File: config.mk
export PLATFORM = sky130hd
export DESIGN_NAME = spi_ram_slave_ctrl
export DESIGN_NICKNAME = d
export VERILOG_FILES = /design/src/rtl/spi_ram_slave_ctrl.sv
export SDC_FILE = /design/constraint.sdc
export NUM_CORES = 1
export LEC_CHECK = 0
export CORE_ASPECT_RATIO = 1.75
export CORE_MARGIN = 3
export CORE_UTILIZATION = 50
export DETAILED_ROUTE_END_ITERATION = 7
export MAX_ROUTING_LAYER = met4
export PLACE_DENSITY = 0.86
export SLEW_MARGIN = 40
export SYNTH_ARGS = -nofsm -noshare
export SYNTH_HDL_FRONTEND = slang
export SYNTH_SLANG_ARGS = --single-unit
File: constraint.sdc
create_clock -name clk -period 1.82 [get_ports clk]
set_input_delay 0.364 -clock clk [delete_from_list [all_inputs] [get_ports clk]]
set_output_delay 0.364 -clock clk [all_outputs]
set_load 0.02 [all_outputs]
File: src/rtl/spi_ram_slave_ctrl.sv
// SPI slave front-end for the single-port SPI RAM.
// Deserialises MOSI frames into {cmd, payload} words for the RAM and
// serialises returned read data onto MISO. Everything runs on clk.
module spi_ram_slave_ctrl #(
    parameter int RX_W        = 10,
    parameter int TX_W        = 8,
    parameter int TX_WAIT_MAX = 15
) (
    input  logic            clk,
    input  logic            rst,
    input  logic            SS_n,
    input  logic            MOSI,
    output logic            MISO,
    output logic [RX_W-1:0] rx_data,
    output logic            rx_valid,
    input  logic [TX_W-1:0] tx_data,
    input  logic            tx_valid
);

    localparam int BIT_CW  = $clog2(RX_W + 1);
    localparam int TX_CW   = $clog2(TX_W + 1);
    localparam int WAIT_CW = $clog2(TX_WAIT_MAX + 1);

    typedef enum logic [2:0] {
        IDLE      = 3'd0,
        CHK_CMD   = 3'd1,
        WRITE     = 3'd2,
        READ_ADD  = 3'd3,
        READ_DATA = 3'd4
    } state_t;

    state_t             state_r, state_s;
    logic [BIT_CW-1:0]  bit_cnt_r, bit_cnt_s;      // bits of the current frame received
    logic [RX_W-2:0]    shift_r, shift_s;          // bits received before the current one
    logic [RX_W-1:0]    rx_data_s;
    logic               rx_valid_s;
    logic               rd_addr_done_r, rd_addr_done_s;
    logic [TX_W-1:0]    tx_shift_r, tx_shift_s;
    logic [TX_CW-1:0]   tx_cnt_r, tx_cnt_s;        // MISO bits still to drive
    logic               wait_act_r, wait_act_s;    // waiting for the RAM's read data
    logic [WAIT_CW-1:0] wait_cnt_r, wait_cnt_s;    // sampling edges spent waiting
    logic               miso_s;

    // Next-state and next-output logic for the frame sequencer and MISO serialiser.
    always_comb begin
        state_s        = state_r;
        bit_cnt_s      = bit_cnt_r;
        shift_s        = shift_r;
        rx_data_s      = rx_data;
        rx_valid_s     = 1'b0;
        rd_addr_done_s = rd_addr_done_r;
        tx_shift_s     = tx_shift_r;
        tx_cnt_s       = tx_cnt_r;
        wait_act_s     = wait_act_r;
        wait_cnt_s     = wait_cnt_r;
        miso_s         = 1'b0;

        case (state_r)
            IDLE: begin
                bit_cnt_s  = '0;
                tx_cnt_s   = '0;
                wait_act_s = 1'b0;
                if (!SS_n) begin
                    state_s = CHK_CMD;
                end else begin
                    state_s = IDLE;
                end
            end

            CHK_CMD: begin
                if (SS_n) begin
                    state_s = IDLE;
                end else begin
                    // First bit of the frame decides the path.
                    shift_s   = {{(RX_W-2){1'b0}}, MOSI};
                    bit_cnt_s = BIT_CW'(1);
                    if (!MOSI) begin
                        state_s = WRITE;
                    end else if (!rd_addr_done_r) begin
                        state_s = READ_ADD;
                    end else begin
                        state_s = READ_DATA;
                    end
                end
            end

            WRITE, READ_ADD, READ_DATA: begin
                if (SS_n) begin
                    // Deselect aborts the frame and any shift-out; rd_addr_done is kept.
                    state_s    = IDLE;
                    tx_cnt_s   = '0;
                    wait_act_s = 1'b0;
                end else begin
                    if (bit_cnt_r < BIT_CW'(RX_W)) begin
                        shift_s   = {shift_r[RX_W-3:0], MOSI};
                        bit_cnt_s = bit_cnt_r + BIT_CW'(1);
                        if (bit_cnt_r == BIT_CW'(RX_W - 1)) begin
                            rx_data_s  = {shift_r, MOSI};
                            rx_valid_s = 1'b1;
                            if (state_r == READ_ADD) begin
                                rd_addr_done_s = 1'b1;
                            end else if (state_r == READ_DATA) begin
                                wait_act_s = 1'b1;
                                wait_cnt_s = '0;
                            end else begin
                                rd_addr_done_s = rd_addr_done_r;
                            end
                        end else begin
                            rx_valid_s = 1'b0;
                        end
                    end else begin
                        shift_s = shift_r;
                    end

                    // Read-data phase: the rx_valid cycle is skipped because the
                    // RAM only registers dout one edge after it sees the strobe.
                    if (state_r == READ_DATA) begin
                        if (wait_act_r && !rx_valid) begin
                            if (tx_valid) begin
                                tx_shift_s = tx_data;
                                tx_cnt_s   = TX_CW'(TX_W);
                                wait_act_s = 1'b0;
                            end else if (wait_cnt_r == WAIT_CW'(TX_WAIT_MAX - 1)) begin
                                wait_act_s     = 1'b0;
                                rd_addr_done_s = 1'b0;
                            end else begin
                                wait_cnt_s = wait_cnt_r + WAIT_CW'(1);
                            end
                        end else if (tx_cnt_r != '0) begin
                            miso_s     = tx_shift_r[TX_W-1];
                            tx_shift_s = {tx_shift_r[TX_W-2:0], 1'b0};
                            tx_cnt_s   = tx_cnt_r - TX_CW'(1);
                            if (tx_cnt_r == TX_CW'(1)) begin
                                rd_addr_done_s = 1'b0;
                            end else begin
                                rd_addr_done_s = rd_addr_done_r;
                            end
                        end else begin
                            miso_s = 1'b0;
                        end
                    end else begin
                        miso_s = 1'b0;
                    end
                end
            end

            default: begin
                state_s    = IDLE;
                tx_cnt_s   = '0;
                wait_act_s = 1'b0;
            end
        endcase
    end

    // State and output registers with synchronous reset.
    always_ff @(posedge clk) begin
        if (rst) begin
            state_r        <= IDLE;
            bit_cnt_r      <= '0;
            shift_r        <= '0;
            rx_data        <= '0;
            rx_valid       <= 1'b0;
            rd_addr_done_r <= 1'b0;
            tx_shift_r     <= '0;
            tx_cnt_r       <= '0;
            wait_act_r     <= 1'b0;
            wait_cnt_r     <= '0;
            MISO           <= 1'b0;
        end else begin
            state_r        <= state_s;
            bit_cnt_r      <= bit_cnt_s;
            shift_r        <= shift_s;
            rx_data        <= rx_data_s;
            rx_valid       <= rx_valid_s;
            rd_addr_done_r <= rd_addr_done_s;
            tx_shift_r     <= tx_shift_s;
            tx_cnt_r       <= tx_cnt_s;
            wait_act_r     <= wait_act_s;
            wait_cnt_r     <= wait_cnt_s;
            MISO           <= miso_s;
        end
    end

endmodule

# ---- Word-level counts from Yosys, hierarchy flattened
# Cells that the tools add are included.
dict set report word_totals {
  romBits 0
  input_bits 13
  out_inout_bits 12
  wordCells 105
  latchBits 0
  register_bits 46
  ramBits 0
  memories 0
}
dict set report classes {
  bitwise 6
  mux 51
  n_lt_le_gt_ge 1
  reduce_logical 17
  div_mod_pow 0
  add_sub_neg 3
  shift 0
  n_eq_ne 16
  n_mul 0
}
# cell n
set op_table {}
lappend op_table {{2-to-1 mux 4 bit} 16}
lappend op_table {{2-to-1 mux 9 bit} 3}
lappend op_table {{2-to-1 mux 8 bit} 3}
lappend op_table {{2-to-1 mux 1 bit} 20}
lappend op_table {{case mux 9 bit (2 select lines)} 1}
lappend op_table {{AND reduction 4 bit} 4}
lappend op_table {{2-to-1 mux 3 bit} 4}
lappend op_table {{case mux 4 bit (3 select lines)} 1}
lappend op_table {{inequality test 2 bit, second input constant} 5}
lappend op_table {{case mux 3 bit (3 select lines)} 1}
lappend op_table {{adder 4 x 1 -> 4 bit, second input constant} 2}
lappend op_table {{equality test 4 bit, second input constant} 2}
lappend op_table {{inequality test 4 bit, second input constant} 2}
lappend op_table {{case mux 4 bit (2 select lines)} 1}
lappend op_table {{equality test 3 x 2 -> 1 bit, second input constant} 2}
lappend op_table {{inverter 1 bit} 6}
lappend op_table {{OR reduction 6 bit} 1}
lappend op_table {{AND reduction 5 bit} 1}
lappend op_table {{equality test 4 x 1 -> 1 bit, second input constant} 1}
lappend op_table {{less-than comparator 4 bit, second input constant} 1}
lappend op_table {{inequality test 4 x 3 -> 1 bit, second input constant} 1}
lappend op_table {{nonzero test 2 bit} 2}
lappend op_table {{nonzero test 4 bit} 1}
lappend op_table {{OR reduction 4 bit} 1}
lappend op_table {{12 further kinds} 12}

# ---- Logic depth before layout (Yosys ltp)
dict set report depth {
  word_depth 11
  depth_mapped 7
  depth_no_buf 6
}

# ---- Worst setup path after synthesis
# No wires, ideal clock.
dict set report synth_timing {
  path_kind {flip-flop to flip-flop}
  from {register state_r[0]}
  to {register tx_cnt_r[1]}
  path_stages_with_launch 7
  path_buffers 2
  arrival_time_ns 1.758
  setup_ns 0.072
  period_less_slack_ns 1.830
  slack_ns -0.010
  required_ns 1.748
  path_cell_list {dfxtp_1 buf_6 or4b_4 buf_6 and2_4 or4_1 mux2i_1}
}
dict set report synth_via {
  elab_chain_len 4
  word_cells_on_any_way 11
  cone_classes {eq/ne: 7; mux: 1; bitwise: 1; reduce/logical: 2}
}
# element line
set synth_lines {}
lappend synth_lines {{start: declaration} 32} ;# state_t state_r, state_s;
lappend synth_lines {{start signal: assignment} 170} ;# state_r <= state_s;
lappend synth_lines {{equality test 3 x 2 -> 1 bit / equality test 3 bit (equally long branches)} {58, 117}}
lappend synth_lines {{OR reduction 3 bit} 58} ;# case (state_r)
lappend synth_lines {{inequality test 4 bit (no line) / inequality test 3 bit (equally long branches)} n/a}
lappend synth_lines {{AND reduction 4 bit (no line)} n/a}
lappend synth_lines {{end signal: assignment} 177} ;# tx_cnt_r <= tx_cnt_s;
lappend synth_lines {{end: declaration} 39} ;# logic [TX_CW-1:0] tx_cnt_r, tx_cnt_s;
# Several ways; a longest one is shown, not always the timed one.
# A chain may end at the register's enable or synchronous reset.

# ---- Worst setup path in the final report
dict set report layout_timing {
  from {input tx_valid}
  to {register wait_cnt_r[3]}
}
dict set report layout_via {
  elab_chain_len 3
}
# element line
set layout_lines {}
lappend layout_lines {{start: declaration} 17} ;# input logic tx_valid
lappend layout_lines {{2-to-1 mux 4 bit} 119} ;# if (tx_valid) begin
lappend layout_lines {{2-to-1 mux 4 bit} 118} ;# if (wait_act_r && !rx_valid) begin
lappend layout_lines {{2-to-1 mux 4 bit} 117} ;# if (state_r == READ_DATA) begin
lappend layout_lines {{end signal: assignment} 179} ;# wait_cnt_r <= wait_cnt_s;
lappend layout_lines {{end: declaration} 41} ;# logic [WAIT_CW-1:0] wait_cnt_r, wait_cnt_s;
# No other way between the ends.

==> metrics.yaml <==
sta:
  clock.fmax_mhz: 565
  drv_slew: 0
  finClkSkew_ps: 6.22
  finalHoldViolCount: 0
  min_period_ps: 1770
  hold_ws_ps: 459
  slew_headroom_pct: 66.2
  period_share_pct: 97.2
  setup_viol: 0
  worst_pin_slew_ps: 504
floorplanning:
  initial_utilization_pct: 52.1
  die_w_um: 56.0
  die_area_mm2: 0.00523
  num_rows: 31
  core_area_mm2: 0.00419
  die_height_um: 93.4
  pin_count: 25
clock_network:
  htreeDepth: 2
  cts_tree: "done"
  cts.sinks: 46
  clk_latency_ps: 300
  ctsHoldBuffers: 0
  numCtsBuffers: 5
  cts_root_buffer: "clkbuf_8"
  path_clk_slew_ps: 80
  clockBufferDepth: 2
final_layout:
  fin_util_pct: 66.9
  diodes: 0
  n_fill_cell: 343
  finalNetCount: 323
  drive_gt1_share_pct: 21.1
  area_growth_pct: 28.4
  instances_no_fill: 352
synthesis:
  synth_edf_count: 0
  synth.distinct_cells: 49
  async_flop_share_pct: 0
  synth_fp_nets: 272
  post-synth-top-area-cell: "dfxtp_1"
  ys_ff_latch: 46
  ys_top_cells_by_area: "dfxtp_1 (42%), a21oi_1 (7.3%), nand2_1 (5.2%)"
  syn-cell-area_mm2: 0.00218
  avgSynthCellArea_um2: 8.66
  ys_seq_area_share_pct: 42.2
  synth_warnings: 0
  synth_top_area_share_pct: 42.2
  synth_ff_type: "dfxtp_1"
  synthCells: 252
worst_setup_path:
  cp_cell_sequence: "clkdlybuf4s50_1 > or3b_2 > nor4_2 > a41oi_1 > a31oi_1"
  slowest_stage: "or3b_2"
  crit_path_end_kind: "register"
  worstSetupStartpointType: "primary input"
  worstPathArrival_ps: 2000
  max_stage_delay_ps: 480
  crit_type: "primary input to register"
  crit_fanout: 3
  cp_top_family: "simple AND/OR/NAND/NOR gates"
  cp.required_ps: 2050
  cp_num_buf_inv: 1
routing:
  drc: 0
  totalWireLength_um: 5650
  post_drt_wl_per_cell_um: 16.1
  avgViaCountPerCell: 6.00
  drt-initial-drc-count: 85
  vias: 2111
  drt_pass1_iterations: 5
  drtAntennaViolNets: 0
global_route:
  grt_pass1_wl_um: 8820
  grt_overflow: 0
  gr-usage-met1_pct: 21.5
  grt_use_met2_pct: 39.4
  grt_pass1_vias: 2061
  grt-busiest-layer: "met2"
  grt_start_max_net_pins: 30
  grt_antenna_before_repair: 0
  groute.usage.overall_pct: 21.3
  global_route.usage.met3_pct: 3.31
power:
  ir_worst_vdd_uv: 432
  leakagePower_uw: 0.00100
  power_density_mw_per_mm2: 621
hold_path:
  hold_path.class: "register to register"
place:
  hpwl_um: 4020
  io_buffers: 24
  gp_congestion: 0.947
  post-place-cells: 341
outcome:
  outcome: "finished clean"
job:
  drv_cap: 0
[stage by stage]
step | instance area, um2 | setup slack [ps] | power, uW | setup TNS (ps)
3_3_place_gp | 2660 | -435 | 1160 | -12840
4_1_cts | 2730 | 31.1 | 1740 | 0
3_5_place_dp | 2660 | -481 | 1160 | -14320
6_report | 2800 | 51.4 | 1740 | 0
2_1_floorplan | 2180 | 29.2 | 1100 | 0
5_1_grt | 2800 | -12.1 | 1790 | -18.5
[tightest hold or removal path, cell delays in order (launching register included)]
cell and delay [ps]:
dfxtp_1 320, nand2_1 50, a21oi_1 50
[layout by cell type, fill, tap and decap left out, types with 3 or more instances in the layout]
master            n
dfxtp_1          44
buf_4            35
a21oi_1          31
nand2_1          29
clkdlybuf4s50_1  23
nand3_1          15
o21ai_0           9
inv_1             8
a22o_1            8
nor2_1            7
a311oi_1          7
ha_1              7
nand2b_1          5
nor3_1            5
a31oi_1           5
clkbuf_8          5
nor2b_1           3
a211oi_1          3
nand4_1           3
[cell usage after synthesis, types with 2 or more instances]
| library cell | count |
|---|---|
| o21ai_0 | 9 |
| a311oi_1 | 7 |
| clkbuf_1 | 8 |
| o211ai_1 | 2 |
| mux2i_1 | 2 |
| nor3_1 | 6 |
| ha_1 | 7 |
| inv_1 | 8 |
| nand2_1 | 30 |
| a22o_1 | 8 |
| buf_6 | 2 |
| buf_2 | 6 |
| a211oi_1 | 4 |
| nand4_1 | 3 |
| nor2b_1 | 3 |
| nor3b_1 | 3 |
| nor4bb_1 | 2 |
| dfxtp_1 | 46 |
| a31oi_1 | 5 |
| or3b_2 | 3 |
| o31ai_1 | 2 |
| a21oi_1 | 32 |
| nand2b_1 | 5 |
| nand3_1 | 15 |
| o21a_1 | 2 |
| o22ai_1 | 2 |
| and3_1 | 2 |
| nor2_1 | 7 |
[report_power, final]
group	internal, uW	switching (uW)	total, uW
Combinational	63.9	66.6	130
Sequential	1010	4.70	1020
Clock	258	338	596
[cells by family (layout without fill, tap and decap cells)]
| kind of cell | Yosys count | in the layout | share of synthesized area [%] |
|---|---|---|---|
| AND/OR/NAND/NOR | 90 | 90 | 22.8 |
| adder cells (fa/ha/maj) | 7 | 7 | 4.01 |
| buffers and inverters | 25 | 76 | 5.50 |
| flip-flops | 46 | 46 | 42.2 |
| multiplexers | 2 | 2 | 0.917 |
| AO/OA/AOI/OAI | 81 | 81 | 24.2 |
| XOR/XNOR | 1 | 1 | 0.401 |
[layer usage]
metal | wire (um) | vias up
met4 | 162 | 0
met5 | 0 | -
met3 | 202 | 16
met1 | 2160 | 1002
met2 | 3130 | 64
li1 | - | 1029
[worst paths after layout]
| path | startpoint | end | slack (ps) | cells after the start |
|---|---|---|---|---|
| setup / recovery | tx_valid | wait_cnt_r[3] | 50 | 5 |
| hold / removal | rx_data[2] | rx_data[2] | 460 | 2 |
| setup reg to reg | tx_cnt_r[1] | tx_cnt_r[3] | 80 | 8 |
| hold reg to reg | rx_data[2] | rx_data[2] | 460 | 2 |
[cell type report]
| type | count | area, um2 | share of cell area [%] |
|---|---|---|---|
| Multi-Input combinational cell | 181 | 1180 | 42.2 |
| Timing Repair Buffer | 61 | 527 | 18.8 |
| Tap cell | 49 | 61.3 | 2.19 |
| Sequential cell | 46 | 923 | 32.9 |
| Inverter | 8 | 30.0 | 1.07 |
| Clock inverter | 2 | 10.0 | 0.357 |
| Clock buffer | 5 | 68.8 | 2.45 |
[state kept, by name (all words and copies together) (netlist names)]
name / cells
rx_data: 10
shift_r: 9
tx_shift_r: 8
bit_cnt_r: 4
tx_cnt_r: 4
wait_cnt_r: 4
state_r: 3
MISO: 1
rd_addr_done_r: 1
rx_valid: 1
wait_act_r: 1
[what timing repair did]
| action | 4_1_cts | 5_1_grt |
|---|---|---|
| setup buffers | 0 | 3 |
| cloned | 0 | 1 |
| pin swaps | 0 | 3 |
| hold endpoints to repair | 0 | 0 |
| resized for setup | 1 | 11 |
| endpoints found under the setup margin | 36 | 14 |
Power figures use the tool's default switching activity.
